===== src/rtl/fpalu_pkg.sv =====
// Shared types and constants for the floating-point ALU sequencer.
// Op encodings, sequencer states and canonical FP operand values.
package fpalu_pkg;

    localparam logic OP_ADD = 1'b0;
    localparam logic OP_MUL = 1'b1;

    localparam int FP_WIDTH = 32;

    typedef enum logic [1:0] {
        IDLE = 2'd0,
        WAIT = 2'd1,
        RESP = 2'd2
    } seq_state_t;

    localparam logic [FP_WIDTH-1:0] ONE  = 32'h3F80_0000;
    localparam logic [FP_WIDTH-1:0] TWO  = 32'h4000_0000;
    localparam logic [FP_WIDTH-1:0] MAXF = 32'h7F7F_FFFF;

endpackage


===== src/rtl/fpalu_stat_counter.sv =====
// Statistics counter with synchronous clear.
// SATURATE selects wrap (0) or hold-at-all-ones (1).
module fpalu_stat_counter #(
    parameter int COUNT_W  = 16,
    parameter int SATURATE = 0
) (
    input  logic               clock,
    input  logic               reset,
    input  logic               inc,
    input  logic               clr,
    output logic [COUNT_W-1:0] count
);

    always_ff @(posedge clock or negedge reset) begin
        if (!reset) begin
            count <= '0;
        end else if (clr) begin
            count <= '0;
        end else if (inc) begin
            if (SATURATE != 0 && (&count)) begin
                count <= count;
            end else begin
                count <= count + 1'b1;
            end
        end
    end

endmodule


===== src/rtl/fpalu_sequencer.sv =====
// Request/response sequencer in front of the floating-point ALU.
// Launches operands, waits a fixed settle time, returns the result.
module fpalu_sequencer
    import fpalu_pkg::*;
#(
    parameter int WIDTH   = 32,
    parameter int LATENCY = 2,
    parameter int COUNT_W = 16
) (
    input  logic               clock,
    input  logic               reset,
    input  logic               req_valid,
    output logic               req_ready,
    input  logic [WIDTH-1:0]   req_a,
    input  logic [WIDTH-1:0]   req_b,
    input  logic               req_op,
    output logic [WIDTH-1:0]   alu_a,
    output logic [WIDTH-1:0]   alu_b,
    output logic               alu_op,
    input  logic [WIDTH-1:0]   alu_result,
    input  logic               alu_overflow,
    output logic               resp_valid,
    input  logic               resp_ready,
    output logic [WIDTH-1:0]   resp_result,
    output logic               resp_overflow,
    input  logic               clear_counts,
    output logic [COUNT_W-1:0] op_count,
    output logic [COUNT_W-1:0] ovf_count,
    output logic               busy
);

    localparam int CNT_W = $clog2(LATENCY);
    localparam logic [CNT_W-1:0] CNT_LOAD = CNT_W'(LATENCY - 1);

    seq_state_t       state;
    logic [CNT_W-1:0] wait_cnt;
    logic             handshake;
    logic             ovf_inc;

    assign handshake = (state == RESP) && resp_valid && resp_ready;
    assign ovf_inc   = handshake && resp_overflow;

    // alu_* are only written on accept so the ALU never sees a mode change
    always_ff @(posedge clock or negedge reset) begin
        if (!reset) begin
            state         <= IDLE;
            wait_cnt      <= '0;
            req_ready     <= 1'b1;
            busy          <= 1'b0;
            alu_a         <= '0;
            alu_b         <= '0;
            alu_op        <= 1'b0;
            resp_valid    <= 1'b0;
            resp_result   <= '0;
            resp_overflow <= 1'b0;
        end else begin
            unique case (state)
                IDLE: begin
                    if (req_valid) begin
                        alu_a     <= req_a;
                        alu_b     <= req_b;
                        alu_op    <= req_op;
                        wait_cnt  <= CNT_LOAD;
                        req_ready <= 1'b0;
                        busy      <= 1'b1;
                        state     <= WAIT;
                    end
                end
                WAIT: begin
                    if (wait_cnt == '0) begin
                        resp_result   <= alu_result;
                        resp_overflow <= alu_overflow;
                        resp_valid    <= 1'b1;
                        state         <= RESP;
                    end else begin
                        wait_cnt <= wait_cnt - 1'b1;
                    end
                end
                RESP: begin
                    if (resp_ready) begin
                        resp_valid <= 1'b0;
                        req_ready  <= 1'b1;
                        busy       <= 1'b0;
                        state      <= IDLE;
                    end
                end
                default: begin
                    resp_valid <= 1'b0;
                    req_ready  <= 1'b1;
                    busy       <= 1'b0;
                    state      <= IDLE;
                end
            endcase
        end
    end

    fpalu_stat_counter #(
        .COUNT_W (COUNT_W),
        .SATURATE(0)
    ) u_op_count (
        .clock(clock),
        .reset(reset),
        .inc  (handshake),
        .clr  (clear_counts),
        .count(op_count)
    );

    fpalu_stat_counter #(
        .COUNT_W (COUNT_W),
        .SATURATE(1)
    ) u_ovf_count (
        .clock(clock),
        .reset(reset),
        .inc  (ovf_inc),
        .clr  (clear_counts),
        .count(ovf_count)
    );

endmodule

===== config.mk =====
export PLATFORM = sky130hd
export DESIGN_NAME = fpalu_sequencer
export DESIGN_NICKNAME = d
export VERILOG_FILES = /design/src/rtl/fpalu_pkg.sv /design/src/rtl/fpalu_stat_counter.sv /design/src/rtl/fpalu_sequencer.sv
export SDC_FILE = /design/constraint.sdc
export NUM_CORES = 1
export LEC_CHECK = 0
export ABC_AREA = 1
export BUFFER_PORTS_ARGS = -buffer_cell sky130_fd_sc_hd__buf_2
export CAP_MARGIN = 20
export CORE_MARGIN = 8
export CORE_UTILIZATION = 53
export DETAILED_ROUTE_END_ITERATION = 7
export PLACE_DENSITY = 0.92
export REMOVE_ABC_BUFFERS = 1
export SYNTH_ARGS = -nofsm -noshare
export SYNTH_HDL_FRONTEND = slang
export SYNTH_HIERARCHICAL = 1
export SYNTH_SLANG_ARGS = --single-unit

===== constraint.sdc =====
create_clock -name clock -period 4.85 [get_ports clock]
set_input_delay 0.485 -clock clock [delete_from_list [all_inputs] [get_ports clock]]
set_output_delay 0.485 -clock clock [all_outputs]
set_load 0.01 [all_outputs]

=== Word level (Yosys, flattened, before mapping) ===
Index checks and enable logic that the tools add are counted.

* Input bits: 103
* Logic and storage cells: 58
* Output and inout port bits: 133
* Bits in registers: 136

* Add/subtract/negate cells: 3
* Bitwise operators: 3
* Equality and inequality tests: 6
* Muxes and demuxes: 19
* Reduce and logical (&&, ||, !) cells: 15

{| class="wikitable"
|+ Operators by type and width
! cell !! number
|-
| 2-to-1 mux 16 bit || 5
|-
| adder 16 x 1 -> 16 bit (second input constant) || 2
|-
| AND reduction 16 bit || 1
|-
| case mux 1 bit (3 select lines) || 3
|-
| AND reduction 3 bit || 3
|-
| inequality test 2 bit (second input constant) || 4
|-
| AND reduction 2 bit || 4
|-
| 2-to-1 mux 1 bit || 6
|-
| 2-to-1 mux 2 bit || 3
|-
| case mux 2 bit (3 select lines) || 1
|-
| nonzero test 2 bit || 3
|-
| logical AND 1 bit || 3
|-
| NOT 1 bit || 3
|-
| equality test 2 x 1 -> 1 bit (second input constant) || 1
|-
| equality test 2 bit (second input constant) || 1
|-
| zero test 2 bit || 1
|-
| case mux 1 bit (2 select lines) || 1
|-
| subtractor 1 bit (second input constant) || 1
|}

=== Logic depth before layout (Yosys ltp) ===
* Depth in word-level cells: 6
* Depth in mapped cells: 11
* Gate-level depth less buffers: 11

=== Cells and area by module ===
Netlist, hierarchy kept.

{| class="wikitable"
|+ By module, submodules not included
! module !! area each (µm²) !! seq. area each (µm²) !! times used !! cells each
|-
| fpalu_sequencer || 4070.2 || 2603.7 || 1 || 450
|-
| fpalu_stat_counter (u_ovf_count) || 1043.5 || 400.4 || 1 || 145
|-
| fpalu_stat_counter (u_op_count) || 923.4 || 400.4 || 1 || 129
|}

=== Least setup slack after synthesis ===
OpenSTA, ideal clock, no wires.

* Kind: register to register
* From: register state[0]
* To: register u_ovf_count.count[13]
* Cell stages (with the launch flop): 11
* Path slack: 3.246 ns
* Data required time: 4.731 ns
* Period minus slack after synthesis: 1.604 ns
* Path buffers: 0
* Arrival: 1.485 ns
* Library setup time: 0.119 ns
* Path through: dfrtp_1 > inv_1 > nand2_1 > nor3b_1 > inv_2 > nor2_1 > nand3b_1 > nor2_1 > nand3_1 > nand2_1 > nor2_1

* Word-level cells in the longest chain between the ends: 6

{| class="wikitable"
|+ RTL lines
! item !! line !! source
|-
| start: declaration || fpalu_sequencer.sv:35 || <nowiki>seq_state_t state;</nowiki>
|-
| start signal: assignment || fpalu_sequencer.sv:46 || <nowiki>state <= IDLE;</nowiki>
|-
| start signal: assignment || fpalu_sequencer.sv:66 || <nowiki>state <= WAIT;</nowiki>
|-
| start signal: assignment || fpalu_sequencer.sv:74 || <nowiki>state <= RESP;</nowiki>
|-
| equality test 2 bit || fpalu_sequencer.sv:40 || <nowiki>assign handshake = (state == RESP) && resp_valid && resp_ready;</nowiki>
|-
| logical AND 1 bit (2 in a row) || fpalu_sequencer.sv:40 ||
|-
| logical AND 1 bit || fpalu_sequencer.sv:41 || <nowiki>assign ovf_inc = handshake && resp_overflow;</nowiki>
|-
| named net ovf_inc || fpalu_sequencer.sv:38 || <nowiki>logic ovf_inc;</nowiki>
|-
| nonzero test 2 bit (no line) || - ||
|-
| AND reduction 2 bit (no line) || - ||
|-
| end signal: assignment || fpalu_stat_counter.sv:21 || <nowiki>count <= count;</nowiki>
|-
| end signal: assignment || fpalu_stat_counter.sv:23 || <nowiki>count <= count + 1'b1;</nowiki>
|-
| end: declaration || fpalu_stat_counter.sv:11 || <nowiki>output logic [COUNT_W-1:0] count</nowiki>
|}

The timed path passes the listed nets, and every way through them passes these cells.
A chain may end at the register's enable or synchronous reset.

=== Final worst setup path ===
* From: register state[0]
* To: register u_ovf_count.count[0]

Same word-level chain as after synthesis.

==> PnR_summary.wiki <==
{| class="wikitable"
! Metric !! Value
|-
| Largest net degree at the start of global routing || 88
|-
| Setup TNS || 0 ns
|-
| H-tree levels || 4
|-
| Final Cell Area || 7830 µm²
|-
| Global-route wire length before repair || 27230 µm
|-
| Library cell occupying the most area in the post-synthesis netlist || sky130_fd_sc_hd__dfrtp_1
|-
| Ratio of cells with drive above 1 in the final layout || ~32%
|-
| Clk Latency, worst-skew pair || 0.41 ns
|-
| Crit Path Class || flop to flop
|-
| Kind of end point of the critical path || flop
|-
| Fraction of synthesized cell area taken by the top area cell type || a little under three fifths
|-
| Period utilization || between 40% and 50%
|-
| Diode insertion count for antenna repair || 0
|-
| Antenna violations before repair || 0
|-
| Post-synthesis sequential area ratio || between 50% and 60%
|-
| RSZ-0062 raised after global routing || no
|-
| Terminus of the critical flop-to-flop path || u_ovf_count/count[0]
|-
| Flop and latch count out of synthesis || ~140
|-
| Setup Skew || ~0.012 ns
|-
| Post-Synthesis Cell Area || between 6000 and 7000 µm²
|-
| Number of sinks on the clock net || approximately 140
|-
| Highest net fanout along the worst path || 11
|-
| Max-slew violations || 0
|-
| Status || finished, final reports clean
|-
| Count of hold-fix buffers inserted at cts || 0
|-
| Worst r2r path cells || 8
|-
| Top achievable clock speed || 0.4335 GHz
|-
| Worst hold-check path type || primary input to asynchronous set/reset pin
|-
| Data required time of the critical path || between 5 and 6 ns
|-
| Number of iterations in the first detailed-routing pass || 6
|-
| Detail-routed net length per standard cell || approximately 15 µm
|-
| Worst setup timing slack at the placement stage || ~2.5 ns
|-
| CTS clock-pin slew for the worst setup and hold paths || about 0.060 ns
|-
| Leak Pwr || about 4.4 nW
|-
| Total instance count after detailed placement || ~1.1k
|-
| Final worst setup slack || 2.543 ns
|-
| Buffers added on ports || 235
|-
| Post-Route WL || approximately 17000 µm
|-
| Clock buffers created by TritonCTS || 17
|-
| Global-route usage over all layers || a little under a quarter
|-
| Kind of launch point of the worst setup path || flop
|-
| TritonCTS clock tree || done
|-
| Postcts setup bufs || 0
|-
| Count of final setup violators || 0
|-
| Total of warnings raised by yosys || 6
|-
| Number of unique standard cell types used by synthesis || 33
|-
| Maximum capacitance violations || 0
|-
| Average vias per placed instance || about 5
|-
| Slew @ Worst Pin || around 0.76 ns
|-
| Count of endpoints failing hold in the final timing report || 0
|-
| Crit path arrival time || between 2 and 3 ns
|-
| Root buffer cell || sky130_fd_sc_hd__clkbuf_16
|-
| Number of global-route vias before repair || about 5.5k
|-
| Width of the die || between 100 and 150 µm
|-
| Worst-case clock buffer depth || 2
|-
| Global placer's final weighted congestion || around 0.85
|-
| Fin cells || approximately 1.1k
|-
| Worst flop-to-flop path startpoint || state[0]
|-
| Hold_ws || around 0.12 ns
|-
| Fin nets || 1058
|-
| Core Rows || 39
|-
| Synthesis-to-layout area growth || 29.70%
|-
| Maximum vdd ir drop || 0.0003629 V
|-
| Top-Level Pins || 236
|-
| Number of gates resized after cts || 0
|-
| Placed wire-length estimate || approximately 12000 µm
|-
| Max_slew headroom || roughly half
|-
| Area contributors post-synth || sky130_fd_sc_hd__dfrtp_1 (56%), sky130_fd_sc_hd__nand2_1 (20%), sky130_fd_sc_hd__nand3_1 (6.9%), sky130_fd_sc_hd__nor2_1 (3.2%), sky130_fd_sc_hd__inv_1 (1.6%)
|-
| PD cells || roughly 580 nW/µm²
|-
| First DRT Iteration DRCs || approximately 540
|-
| Total congestion overflow after global routing || 0
|-
| Post-route DRC violation count || 0
|-
| Area after detailed placement || 7268 µm²
|-
| Total via count in the routed design || between 5k and 6k
|-
| Die Y-Extent || 122.7 µm
|-
| Die area || 15060 µm²
|-
| Area of the core || between 10000 and 15000 µm²
|-
| Average cell area after synthesis || around 8.3 µm²
|-
| R2R setup slack || about 2.5 ns
|-
| Final critical path time including I/O delays and setup || between 2 and 2.5 ns
|-
| Remaining antenna violation count || 0
|-
| Gate Count Post-Synth || about 720
|-
| Initial core utilization || 53.56%
|}
[critical path, cell delays in order (launching register included)]
cell	delay [ns]
sky130_fd_sc_hd__dfrtp_1	0.43
sky130_fd_sc_hd__inv_1	0.11
sky130_fd_sc_hd__nand2_1	0.09
sky130_fd_sc_hd__nor3b_1	0.46
sky130_fd_sc_hd__inv_2	0.13
sky130_fd_sc_hd__o21bai_2	0.58
sky130_fd_sc_hd__inv_2	0.23
sky130_fd_sc_hd__nand2_1	0.12
sky130_fd_sc_hd__nand2_1	0.05
[worst max path at each step]
stage / startpoint / end / slack, ns / cells after the start
after detailed placement: resp_ready / u_ovf_count/count[0] / 2.53 / 8
after global routing: state[0] / u_ovf_count/count[2] / 2.30 / 8
final: state[0] / u_ovf_count/count[0] / 2.54 / 8
after floorplan: state[0] / alu_a[0] / 1.88 / 4
after global placement: req_valid / alu_op / 2.43 / 5
after CTS: state[0] / u_ovf_count/count[0] / 2.51 / 8
[report_power, final]
| group | switching [mW] | internal (mW) |
|---|---|---|
| Sequential | 0.244 | 1.56 |
| Clock | 0.512 | 0.693 |
| Combinational | 0.950 | 0.553 |
[kinds of logic (layout without fill, tap and decap cells)]
| family | count (synthesis) | after routing | synth area share, % |
|---|---|---|---|
| AOI/OAI and AO/OA | 34 | 34 | 3.254 |
| and+or+nand+nor | 488 | 488 | 34.51 |
| adders and majority gates | 2 | 2 | 0.4144 |
| buffers and inverters | 61 | 303 | 4.995 |
| xor gates and xnor gates | 3 | 3 | 0.4353 |
| DFF | 136 | 136 | 56.39 |
[through the flow]
| stage | power [mW] | utilization [%] |
|---|---|---|
| floorplan | 2.573 | - |
| global placement | 3.267 | 64.30 |
| detailed placement | 3.333 | 64.48 |
| CTS | 4.569 | 69.46 |
| global route | 4.828 | 69.46 |
| finish | 4.512 | 69.46 |
[cells in the final DEF, fill, tap and decap left out, types with 3 or more instances in the layout]
master                       instances
sky130_fd_sc_hd__o21ai_0             8
sky130_fd_sc_hd__nor2_2              7
sky130_fd_sc_hd__xnor2_1             3
sky130_fd_sc_hd__nor3_1              3
sky130_fd_sc_hd__nor2_1             51
sky130_fd_sc_hd__buf_2             234
sky130_fd_sc_hd__inv_1              26
sky130_fd_sc_hd__a21oi_1            16
sky130_fd_sc_hd__o21ai_2             3
sky130_fd_sc_hd__nand4_1             4
sky130_fd_sc_hd__nand2_1           315
sky130_fd_sc_hd__nand3_2             3
sky130_fd_sc_hd__inv_6               7
sky130_fd_sc_hd__nor2_4              6
sky130_fd_sc_hd__dfrtp_1           135
sky130_fd_sc_hd__clkinvlp_4          4
sky130_fd_sc_hd__nand3_1            83
sky130_fd_sc_hd__clkbuf_16          17
sky130_fd_sc_hd__nand2_2             9
sky130_fd_sc_hd__buf_4               4
sky130_fd_sc_hd__inv_2               5
[state kept, by name (all words and copies together), names as in the netlist]
register and count:
req_ready 1, resp_overflow 1, resp_valid 1, state 2
u_ovf_count/count 16, alu_op 1, busy 1, u_op_count/count 16
resp_result 32, alu_b 32, wait_cnt 1, alu_a 32
[cells in the mapped netlist]
cell type and count:
sky130_fd_sc_hd__a31oi_1 1, sky130_fd_sc_hd__nor3_1 3, sky130_fd_sc_hd__nand3b_1 1, sky130_fd_sc_hd__o21ai_2 3, sky130_fd_sc_hd__ha_1 2, sky130_fd_sc_hd__nor3b_1 2
sky130_fd_sc_hd__nand2_4 2, sky130_fd_sc_hd__o21bai_2 1, sky130_fd_sc_hd__or2_2 1, sky130_fd_sc_hd__buf_4 10, sky130_fd_sc_hd__nand4_1 4, sky130_fd_sc_hd__nand2_2 9
sky130_fd_sc_hd__nor2_4 5, sky130_fd_sc_hd__nor2_2 8, sky130_fd_sc_hd__xnor2_1 3, sky130_fd_sc_hd__inv_2 5, sky130_fd_sc_hd__o21ai_0 8, sky130_fd_sc_hd__a211oi_1 1
sky130_fd_sc_hd__buf_6 2, sky130_fd_sc_hd__nand3_2 3, sky130_fd_sc_hd__clkbuf_1 2, sky130_fd_sc_hd__dfstp_2 1, sky130_fd_sc_hd__a21oi_1 16, sky130_fd_sc_hd__nor3_2 1
sky130_fd_sc_hd__dfrtp_1 135, sky130_fd_sc_hd__a22oi_1 1, sky130_fd_sc_hd__inv_1 26, sky130_fd_sc_hd__o21bai_1 1, sky130_fd_sc_hd__o21ai_1 2, sky130_fd_sc_hd__nor2_1 51
sky130_fd_sc_hd__nand2_1 315, sky130_fd_sc_hd__nand3_1 83, sky130_fd_sc_hd__buf_2 16
[cell type report]
class	count	area, µm²
sequential	136	3405
clock buffer	19	452.9
tap	143	178.9
timing repair buffer	240	1232
clock inverter	13	108.9
fill	885	3442
inverter	31	116.4
multi-input combinational	527	2336
[metal layers]
| layer | GRT usage, % | vias to the layer above | wire length [µm] |
|---|---|---|---|
| li1 | - | 2744 | - |
| met1 | 26.88 | 2593 | 6489 |
| met2 | 37.75 | 270 | 8416 |
| met3 | 8.878 | 25 | 1740 |
| met4 | 8.302 | 0 | 278 |
| met5 | 0 | - | 0 |
(Power assumes the default switching activity.)
